`config.mk`:
```
export PLATFORM = sky130hd
export DESIGN_NAME = sprite_blitter_flat
export DESIGN_NICKNAME = d
export VERILOG_FILES = /design/src/rtl/sprite_blitter_pkg.sv /design/src/rtl/sprite_blitter_if.sv /design/src/rtl/sprite_blitter_addr_gen.sv /design/src/rtl/sprite_blitter.sv /design/src/flat_wrapper.sv
export SDC_FILE = /design/constraint.sdc
export NUM_CORES = 1
export LEC_CHECK = 0
export ABC_AREA = 0
export ABC_CLOCK_PERIOD_IN_PS = 6300
export BUFFER_PORTS_ARGS = -buffer_cell sky130_fd_sc_hd__buf_4
export CAP_MARGIN = 15
export CORE_UTILIZATION = 64
export DETAILED_ROUTE_END_ITERATION = 16
export PLACE_DENSITY_LB_ADDON = 0.3
export SETUP_SLACK_MARGIN = 0.15
export SYNTH_ARGS = -nofsm -noshare
export SYNTH_HDL_FRONTEND = slang
export SYNTH_SLANG_ARGS = --single-unit
```
`constraint.sdc`:
```
create_clock -name Clk -period 6.3 [get_ports Clk]
set_input_delay 0.315 -clock Clk [delete_from_list [all_inputs] [get_ports Clk]]
set_output_delay 0.315 -clock Clk [all_outputs]
set_load 0.02 [all_outputs]
```
`src/rtl/sprite_blitter_pkg.sv`:
```
// Shared constants, types and helpers for the sprite blitter.
// Screen geometry, sprite geometry, colour codes and the blitter FSM states.
package sprite_pkg;
    localparam int SPRITE_W    = 24;
    localparam int SPRITE_H    = 45;
    localparam int NUM_SPRITES = 16;
    localparam int SCREEN_W    = 640;
    localparam int SCREEN_H    = 480;
    localparam int IDX_W       = $clog2(NUM_SPRITES);
    localparam int ROM_AW      = 15;
    localparam int FB_AW       = 19;
    localparam int COORD_W     = 12;

    typedef logic [4:0] pixel_t;
    localparam pixel_t TRANSPARENT = 5'h15;

    typedef enum logic [1:0] {IDLE, RUN, DRAIN, DONE} blit_state_t;

    // Screen coordinates travelling alongside a ROM read.
    typedef struct packed {
        logic [COORD_W-1:0] sx;
        logic [COORD_W-1:0] sy;
        logic               on;
    } coord_t;

    // Only ever called with non-negative, on-screen coordinates.
    function automatic logic [FB_AW-1:0] fb_addr(logic [COORD_W-1:0] x, logic [COORD_W-1:0] y);
        return FB_AW'(y) * FB_AW'(SCREEN_W) + FB_AW'(x);
    endfunction
endpackage

```
`src/rtl/sprite_blitter_if.sv`:
```
// Request, sprite-ROM and frame-buffer write signals of the blitter.
// master = game logic / memories side, slave = blitter.
interface sprite_blitter_if;
    import sprite_pkg::*;

    logic               Start;
    logic [10:0]        SpriteX;
    logic [10:0]        SpriteY;
    logic [IDX_W-1:0]   SpriteIdx;
    logic               FlipX;
    logic [ROM_AW-1:0]  RomAddr;
    pixel_t             RomData;
    logic               FbWe;
    logic [FB_AW-1:0]   FbAddr;
    pixel_t             FbData;
    logic               Busy;
    logic               Done;

    modport master (
        output Start, SpriteX, SpriteY, SpriteIdx, FlipX, RomData,
        input  RomAddr, FbWe, FbAddr, FbData, Busy, Done
    );
    modport slave (
        input  Start, SpriteX, SpriteY, SpriteIdx, FlipX, RomData,
        output RomAddr, FbWe, FbAddr, FbData, Busy, Done
    );
endinterface

```
`src/rtl/sprite_blitter_addr_gen.sv`:
```
// Texel walker: col/row counters, horizontal flip, ROM address and clipped screen coordinates.
// Parameters are latched on load_i; the walk advances one texel per cycle while step_i is high.
module blit_addr_gen
    import sprite_pkg::*;
(
    input  logic                clk,
    input  logic                rst_n,
    input  logic                load_i,
    input  logic                step_i,
    input  logic [10:0]         x_i,
    input  logic [10:0]         y_i,
    input  logic [IDX_W-1:0]    idx_i,
    input  logic                flip_i,
    output logic [ROM_AW-1:0]   rom_addr_o,
    output coord_t              coord_o,
    output logic                last_o
);
    localparam logic [4:0] COL_MAX = 5'(SPRITE_W - 1);
    localparam logic [5:0] ROW_MAX = 6'(SPRITE_H - 1);

    logic [4:0]       col_q, col_d;
    logic [5:0]       row_q, row_d;
    logic [10:0]      x_q, y_q;
    logic [IDX_W-1:0] idx_q;
    logic             flip_q;
    logic [4:0]       tex_col;
    logic [COORD_W-1:0] sx, sy;

    always_ff @(posedge clk or negedge rst_n) begin
        if (!rst_n) begin
            col_q  <= '0;
            row_q  <= '0;
            x_q    <= '0;
            y_q    <= '0;
            idx_q  <= '0;
            flip_q <= 1'b0;
        end else begin
            col_q <= col_d;
            row_q <= row_d;
            if (load_i) begin
                x_q    <= x_i;
                y_q    <= y_i;
                idx_q  <= idx_i;
                flip_q <= flip_i;
            end
        end
    end

    assign last_o = (row_q == ROW_MAX) && (col_q == COL_MAX);

    always_comb begin
        col_d = col_q;
        row_d = row_q;
        if (load_i) begin
            col_d = '0;
            row_d = '0;
        end else if (step_i) begin
            if (col_q == COL_MAX) begin
                col_d = '0;
                row_d = last_o ? '0 : row_q + 6'd1;
            end else begin
                col_d = col_q + 5'd1;
            end
        end
    end

    // Flip only changes which texel is fetched; the screen column is always col.
    assign tex_col    = flip_q ? (COL_MAX - col_q) : col_q;
    assign rom_addr_o = ROM_AW'(idx_q) * ROM_AW'(SPRITE_W * SPRITE_H)
                      + ROM_AW'(row_q) * ROM_AW'(SPRITE_W) + ROM_AW'(tex_col);

    // Two's complement sum: sign-extended origin plus zero-extended offset.
    assign sx = {x_q[10], x_q} + {7'd0, col_q};
    assign sy = {y_q[10], y_q} + {6'd0, row_q};

    assign coord_o.sx = sx;
    assign coord_o.sy = sy;
    assign coord_o.on = !sx[COORD_W-1] && (sx < 12'(SCREEN_W))
                     && !sy[COORD_W-1] && (sy < 12'(SCREEN_H));
endmodule

```
`src/rtl/sprite_blitter.sv`:
```
// Sprite blitter top: FSM, ROM-read pipeline and frame-buffer write port.
// Pipeline: issue ROM address -> ROM data returns -> registered write strobe.
module sprite_blitter
    import sprite_pkg::*;
(
    input  logic Clk,
    input  logic Reset_n,
    sprite_blitter_if.slave bus
);
    blit_state_t       state_q, state_d;
    logic [1:0]        vld_pipe_q;
    coord_t [1:0]      crd_q;
    logic [ROM_AW-1:0] rom_addr_q;
    logic              fb_we_q;
    logic [FB_AW-1:0]  fb_addr_q;
    pixel_t            fb_data_q;

    logic              load, step, last, we_d;
    logic [ROM_AW-1:0] rom_addr;
    coord_t            coord;

    assign load = (state_q == IDLE) && bus.Start;
    assign step = (state_q == RUN);

    blit_addr_gen u_addr_gen (
        .clk        (Clk),
        .rst_n      (Reset_n),
        .load_i     (load),
        .step_i     (step),
        .x_i        (bus.SpriteX),
        .y_i        (bus.SpriteY),
        .idx_i      (bus.SpriteIdx),
        .flip_i     (bus.FlipX),
        .rom_addr_o (rom_addr),
        .coord_o    (coord),
        .last_o     (last)
    );

    always_comb begin
        state_d = state_q;
        case (state_q)
            IDLE:    if (bus.Start) state_d = RUN;
            RUN:     if (last) state_d = DRAIN;
            DRAIN:   if (vld_pipe_q == 2'b00) state_d = DONE;
            DONE:    state_d = IDLE;
            default: state_d = IDLE;
        endcase
    end

    assign we_d = vld_pipe_q[1] && crd_q[1].on && (bus.RomData != TRANSPARENT);

    always_ff @(posedge Clk or negedge Reset_n) begin
        if (!Reset_n) begin
            state_q    <= IDLE;
            vld_pipe_q <= '0;
            crd_q      <= '0;
            rom_addr_q <= '0;
            fb_we_q    <= 1'b0;
            fb_addr_q  <= '0;
            fb_data_q  <= '0;
        end else begin
            state_q    <= state_d;
            vld_pipe_q <= {vld_pipe_q[0], step};
            crd_q      <= {crd_q[0], coord};
            if (step) rom_addr_q <= rom_addr;
            fb_we_q <= we_d;
            // Address is only formed for clipped, on-screen texels; otherwise hold.
            if (we_d) begin
                fb_addr_q <= fb_addr(crd_q[1].sx, crd_q[1].sy);
                fb_data_q <= bus.RomData;
            end
        end
    end

    assign bus.RomAddr = rom_addr_q;
    assign bus.FbWe    = fb_we_q;
    assign bus.FbAddr  = fb_addr_q;
    assign bus.FbData  = fb_data_q;
    assign bus.Busy    = (state_q != IDLE);
    assign bus.Done    = (state_q == DONE);
endmodule
```
`src/flat_wrapper.sv`:
```
// flat-port wrapper written by rule: the top's interface ports become plain ports
module sprite_blitter_flat import sprite_pkg::*;
  (Clk, Reset_n, bus_Start, bus_SpriteX, bus_SpriteY, bus_SpriteIdx, bus_FlipX, bus_RomData, bus_RomAddr, bus_FbWe, bus_FbAddr, bus_FbData, bus_Busy, bus_Done);
  sprite_blitter_if bus_i ();
  input  logic Clk;
  input  logic Reset_n;
  input wire logic [$bits(bus_i.Start)-1:0] bus_Start;
  input wire logic [$bits(bus_i.SpriteX)-1:0] bus_SpriteX;
  input wire logic [$bits(bus_i.SpriteY)-1:0] bus_SpriteY;
  input wire logic [$bits(bus_i.SpriteIdx)-1:0] bus_SpriteIdx;
  input wire logic [$bits(bus_i.FlipX)-1:0] bus_FlipX;
  input wire logic [$bits(bus_i.RomData)-1:0] bus_RomData;
  output wire logic [$bits(bus_i.RomAddr)-1:0] bus_RomAddr;
  output wire logic [$bits(bus_i.FbWe)-1:0] bus_FbWe;
  output wire logic [$bits(bus_i.FbAddr)-1:0] bus_FbAddr;
  output wire logic [$bits(bus_i.FbData)-1:0] bus_FbData;
  output wire logic [$bits(bus_i.Busy)-1:0] bus_Busy;
  output wire logic [$bits(bus_i.Done)-1:0] bus_Done;
  assign bus_i.Start = bus_Start;
  assign bus_i.SpriteX = bus_SpriteX;
  assign bus_i.SpriteY = bus_SpriteY;
  assign bus_i.SpriteIdx = bus_SpriteIdx;
  assign bus_i.FlipX = bus_FlipX;
  assign bus_i.RomData = bus_RomData;
  assign bus_RomAddr = bus_i.RomAddr;
  assign bus_FbWe = bus_i.FbWe;
  assign bus_FbAddr = bus_i.FbAddr;
  assign bus_FbData = bus_i.FbData;
  assign bus_Busy = bus_i.Busy;
  assign bus_Done = bus_i.Done;
  sprite_blitter u_core (.Clk(Clk), .Reset_n(Reset_n), .bus(bus_i));
endmodule
```
==> reports/qor_table.md <==
| Step | Parameter | Reported |
|---|---|---|
| timing | Setup repair after global routing missed its margin | false |
| global route | Initial antenna violation count | 0 |
| clock tree | Cell at the root of the clock tree | sky130_fd_sc_hd__clkbuf_8 |
| clock tree | Clock H-tree levels | 4 |
| global route | Total routing resource utilization after global routing | 29.4% |
| synth | Synth area leader | sky130_fd_sc_hd__dfrtp_1 |
| global route | Wire length of the first global-routing pass | 25900 um |
| timing | Max-slew violation count | 0 |
| clock tree | # clock sinks | 132 |
| job | Max_cap viols | 0 |
| critical path | Longest individual stage delay on the worst path | 0.53 ns |
| critical path | Number of buffers and inverters on the critical path | 3 |
| clock tree | Clock network latency to the later pin of the worst-skew pair | 0.52 ns |
| floorplan | Die extent in x | 107 um |
| hold path | Worst min-delay path startpoint | bus_SpriteIdx[3] |
| route | 1st-iter DRT viols | 387 |
| synth | Async set-or-reset flop fraction in the synthesized netlist | 100% |
| power and ir drop | Power density over cell area | 616 nW/um^2 |
| route | Number of vias in the routed layout | 5460 |
| floorplan | Effective utilization at floorplan | 65.6% |
| cells and area | # nets final | 926 |
| placed design | Placed wire-length estimate | 10500 um |
| synth | Cells taking the most area after synthesis | sky130_fd_sc_hd__dfrtp_1 46%, sky130_fd_sc_hd__ha_1 13%, sky130_fd_sc_hd__nand2_1 7.0% |
| route | Total length of routed wires | 15800 um |
| clock tree | CTS tree | built |
| timing | Final TNS setup | 0 ns |
| critical path | Worst r2r dst | u_core.bus.RomAddr[13] |
| floorplan | Die boundary height | 107 um |
| route | Remaining antenna violation count after routing | 0 |
| synth | Sequential area share after synthesis | 46.5% |
| synth | Count of synthesis-stage warnings from yosys | 0 |
| cells and area | Count of fill cells added during filler insertion | 635 |
| critical path | Master of the slowest instance on the critical path | sky130_fd_sc_hd__fa_1 |
| floorplan | # IOs | 77 |
| critical path | Reg2Reg Launch Point | u_core.u_addr_gen.idx_q[2] |
| clock tree | Inserted Clock Buffers | 17 |
| timing | Number of endpoints with negative hold slack in the final report | 0 |
| power and ir drop | Lkg Pwr | 0.00430 uW |
| global route | Number of global-route vias before repair | 5653 |
| timing | Timing-limited maximum frequency | 220 MHz |
| cells and area | Synth-to-layout area growth | 21.6% |
| timing | Minimum clock period after layout | 4.55 ns |
| clock tree | Clock slew seen by the registers of the worst setup and hold paths | 0.06 ns |
| critical path | CP endpoint kind | flop |
| synth | Post-synthesis cell area | 7110 sq um |
| critical path | CP max FO | 6 |
| critical path | Top cell family by delay on the critical path | adder cells |
| power and ir drop | Worst-case vdd ir drop | 385 uV |
| synth | Number of distinct standard cells referenced by the synthesized netlist | 57 |
| placed design | Number of input and output port buffers inserted | 76 |
| critical path | Critical path arrival | 4.97 ns |
| route | Post-detailed-route wirelength per cell | 16.5 um |
| clock tree | Maximum clock insertion buffer count | 2 |
| route | First-pass iteration count of the detailed router | 5 |
| cells and area | Diode insertion count for antenna repair | 0 |
| route | Remaining design rule violation count | 0 |
| clock tree | Number of gates resized after cts | 0 |
| synth | Synth Flop Type | sky130_fd_sc_hd__dfrtp_1 |
| cells and area | Layout cells sized above 1 | 16.3% |
| floorplan | Overall die area | 11500 sq um |
| cells and area | Storage element area | 3300 sq um |
| cells and area | Multi-input combinational cell area | 3580 sq um |
| floorplan | Num rows | 38 |
| status | Outcome | completed |
| synth | EDFF count, synth | 0 |
| timing | Final worst-path cycle share | 72.3% |
| hold path | Worst hold path endpoint | u_core.u_addr_gen.idx_q[3] |
| critical path | Startpoint type of the worst setup path | flop |
| synth | Area share of the leading cell type in the synthesized netlist | 46.5% |
| timing | Setup-failing EPs final | 0 |
| synth | Synthesized netlist net count | 822 |
| critical path | Worst Reg2Reg Path Length in Cells | 17 |
| placed design | RD Place Congestion | 0.947 |
| synth | Number of register bits inferred by synthesis | 132 |
| floorplan | Core area | 10800 sq um |
| timing | Slew of the pin with the lowest slew margin | 0.952 ns |
| global route | Aggregate global routing overflow | 0 |
| synth | Mapped Avg Cell Area | 10.1 sq um |
| hold path | Hold depth | 3 |
| timing | Remaining max-slew budget at the tightest pin | 36.6% |
| timing | Worst Hold Slack | 0.0137 ns |
| critical path | Path type of the worst setup path | flop to flop |
| timing | Clock skew | 0.00737 ns |
| global route | Largest net degree at the start of global routing | 78 |
| route | Via count normalized by instance count | 5.70 |
| synth | Number of cells produced by synthesis | 702 |
| critical path | Worst endpoint required time | 6.71 ns |
| critical path | Chain of cells forming the critical path | inv_1 -> fa_1 -> inv_1 -> ha_1 -> inv_1 -> fa_1 -> nor2b_1 -> o21ai_0 -> nand2_1 -> xor2_1 -> ha_1 -> ha_1 -> a21oi_1 -> nor4b_1 -> a2111oi_2 -> xnor2_1 -> mux2_2 |
| critical path | Setup slack of the worst register-to-register path | 1.75 ns |
| hold path | HP Class | input pin to flop |
cell type report:
type | count | share of cell area (%)
clock buffer | 18 | 4.83
sequential | 132 | 38.2
clock inverter | 13 | 2.14
multi-input combinational | 509 | 41.4
tap | 140 | 2.03
timing repair buffer | 102 | 9.49
inverter | 44 | 1.91
power by group:
part	internal (uW)	switching [uW]	leakage, uW
Clock	639	365	0.000279
Combinational	1250	1530	0.00238
Sequential	1250	288	0.00164
Total	3140	2190	0.00430
registers in the layout (all words and copies together), names as in the netlist:
register	count
u_core.bus.FbAddr	19
u_core.u_addr_gen.flip_q	1
u_core.bus.FbData	5
u_core.crd_q	50
u_core.u_addr_gen.y_q	11
u_core.u_addr_gen.x_q	11
u_core.u_addr_gen.col_q	5
u_core.bus.FbWe	1
u_core.state_q	2
u_core.u_addr_gen.row_q	6
u_core.vld_pipe_q	2
u_core.bus.RomAddr	15
u_core.u_addr_gen.idx_q	4
what timing repair did:
item | 4_1_cts | 5_1_grt
endpoints found under the setup margin | 0 | 0
hold endpoints to repair | 97 | 0
setup buffers | 0 | 0
hold buffers | 22 | 0
metal layers:
| metal | GRT usage, % | vias up | part of all wire (%) |
|---|---|---|---|
| li1 | - | 2581 | - |
| met1 | 32.3 | 2661 | 38 |
| met2 | 54.5 | 181 | 54 |
| met5 | 0 | - | 0 |
| met4 | 12.2 | 0 | 2.8 |
| met3 | 6.66 | 37 | 4.6 |
worst register-to-register path: stages (launching register included):
cell and delay [ns]:
sky130_fd_sc_hd__dfrtp_1 0.48, sky130_fd_sc_hd__inv_1 0.14, sky130_fd_sc_hd__fa_1 0.53, sky130_fd_sc_hd__inv_1 0.05, sky130_fd_sc_hd__ha_1 0.30, sky130_fd_sc_hd__inv_1 0.06
sky130_fd_sc_hd__fa_1 0.45, sky130_fd_sc_hd__nor2b_1 0.17, sky130_fd_sc_hd__o21ai_0 0.17, sky130_fd_sc_hd__nand2_1 0.14, sky130_fd_sc_hd__xor2_1 0.23, sky130_fd_sc_hd__ha_1 0.22
sky130_fd_sc_hd__ha_1 0.30, sky130_fd_sc_hd__a21oi_1 0.29, sky130_fd_sc_hd__nor4b_1 0.39, sky130_fd_sc_hd__a2111oi_2 0.11, sky130_fd_sc_hd__xnor2_1 0.14, sky130_fd_sc_hd__mux2_2 0.26
synth_stat cells (3+ instances only):
master and n:
sky130_fd_sc_hd__a211oi_1 6, sky130_fd_sc_hd__a21o_1 9, sky130_fd_sc_hd__a21oi_1 30, sky130_fd_sc_hd__and2_1 3
sky130_fd_sc_hd__and3_1 5, sky130_fd_sc_hd__buf_1 3, sky130_fd_sc_hd__clkbuf_1 13, sky130_fd_sc_hd__dfrtp_1 132
sky130_fd_sc_hd__fa_1 11, sky130_fd_sc_hd__ha_1 74, sky130_fd_sc_hd__inv_1 43, sky130_fd_sc_hd__mux2_2 10
sky130_fd_sc_hd__nand2_1 132, sky130_fd_sc_hd__nand3_1 12, sky130_fd_sc_hd__nand3b_1 3, sky130_fd_sc_hd__nand4_1 4
sky130_fd_sc_hd__nor2_1 38, sky130_fd_sc_hd__nor2b_1 9, sky130_fd_sc_hd__nor3_1 8, sky130_fd_sc_hd__o21a_1 7
sky130_fd_sc_hd__o21ai_0 44, sky130_fd_sc_hd__o21bai_1 3, sky130_fd_sc_hd__o31a_1 3, sky130_fd_sc_hd__or2_2 4
sky130_fd_sc_hd__xnor2_1 37, sky130_fd_sc_hd__xor2_1 19
per-stage QoR:
stage / cell area (sq um) / setup slack, ns / power (uW) / instances / utilization, %
2_1_floorplan: 7110 / 2.33 / 3460 / 702 / -
3_3_place_gp: 7820 / 2.19 / 4050 / 905 / 72.1
3_5_place_dp: 7820 / 1.87 / 4220 / 905 / 72.1
4_1_cts: 8640 / 1.83 / 5310 / 958 / 79.7
5_1_grt: 8640 / 1.54 / 5690 / 958 / 79.7
6_report: 8640 / 1.75 / 5320 / 958 / 79.7
worst max path at each step:
stage,depth (start not counted),end,startpoint
global route,18,u_core.bus.RomAddr[13],u_core.u_addr_gen.idx_q[2]
floorplan,18,u_core.bus.RomAddr[13],u_core.u_addr_gen.idx_q[2]
CTS,17,u_core.bus.RomAddr[13],u_core.u_addr_gen.idx_q[2]
global placement,18,u_core.bus.RomAddr[13],u_core.u_addr_gen.idx_q[2]
detailed placement,17,u_core.bus.RomAddr[13],u_core.u_addr_gen.idx_q[2]
finish,17,u_core.bus.RomAddr[13],u_core.u_addr_gen.idx_q[2]
layout by cell type, fill, tap and decap left out, types with 11 or more instances in the layout:
master / Yosys / routed
sky130_fd_sc_hd__nand3_1: 12 / 12
sky130_fd_sc_hd__dlygate4sd3_1: 0 / 22
sky130_fd_sc_hd__buf_4: 0 / 80
sky130_fd_sc_hd__nand2_1: 132 / 132
sky130_fd_sc_hd__clkbuf_16: 0 / 16
sky130_fd_sc_hd__xor2_1: 19 / 19
sky130_fd_sc_hd__o21ai_0: 44 / 44
sky130_fd_sc_hd__ha_1: 74 / 74
sky130_fd_sc_hd__fa_1: 11 / 11
sky130_fd_sc_hd__dfrtp_1: 132 / 132
sky130_fd_sc_hd__a21oi_1: 30 / 30
sky130_fd_sc_hd__inv_1: 43 / 43
sky130_fd_sc_hd__xnor2_1: 37 / 37
sky130_fd_sc_hd__nor2_1: 38 / 38
logic make-up (layout without fill, tap and decap cells):
kind of cell    after synthesis  in the layout  synth area share, %
flops                       132            132                 46.5
simple gates                228            228                 13.9
xor+xnor                     56             56                 6.90
compound gates              129            129                 11.6
fa+ha+maj                    85             85                 16.1
mux                          11             11                 1.73
buf+inv                      61            177                 3.24
Power figures use the tool's default switching activity.
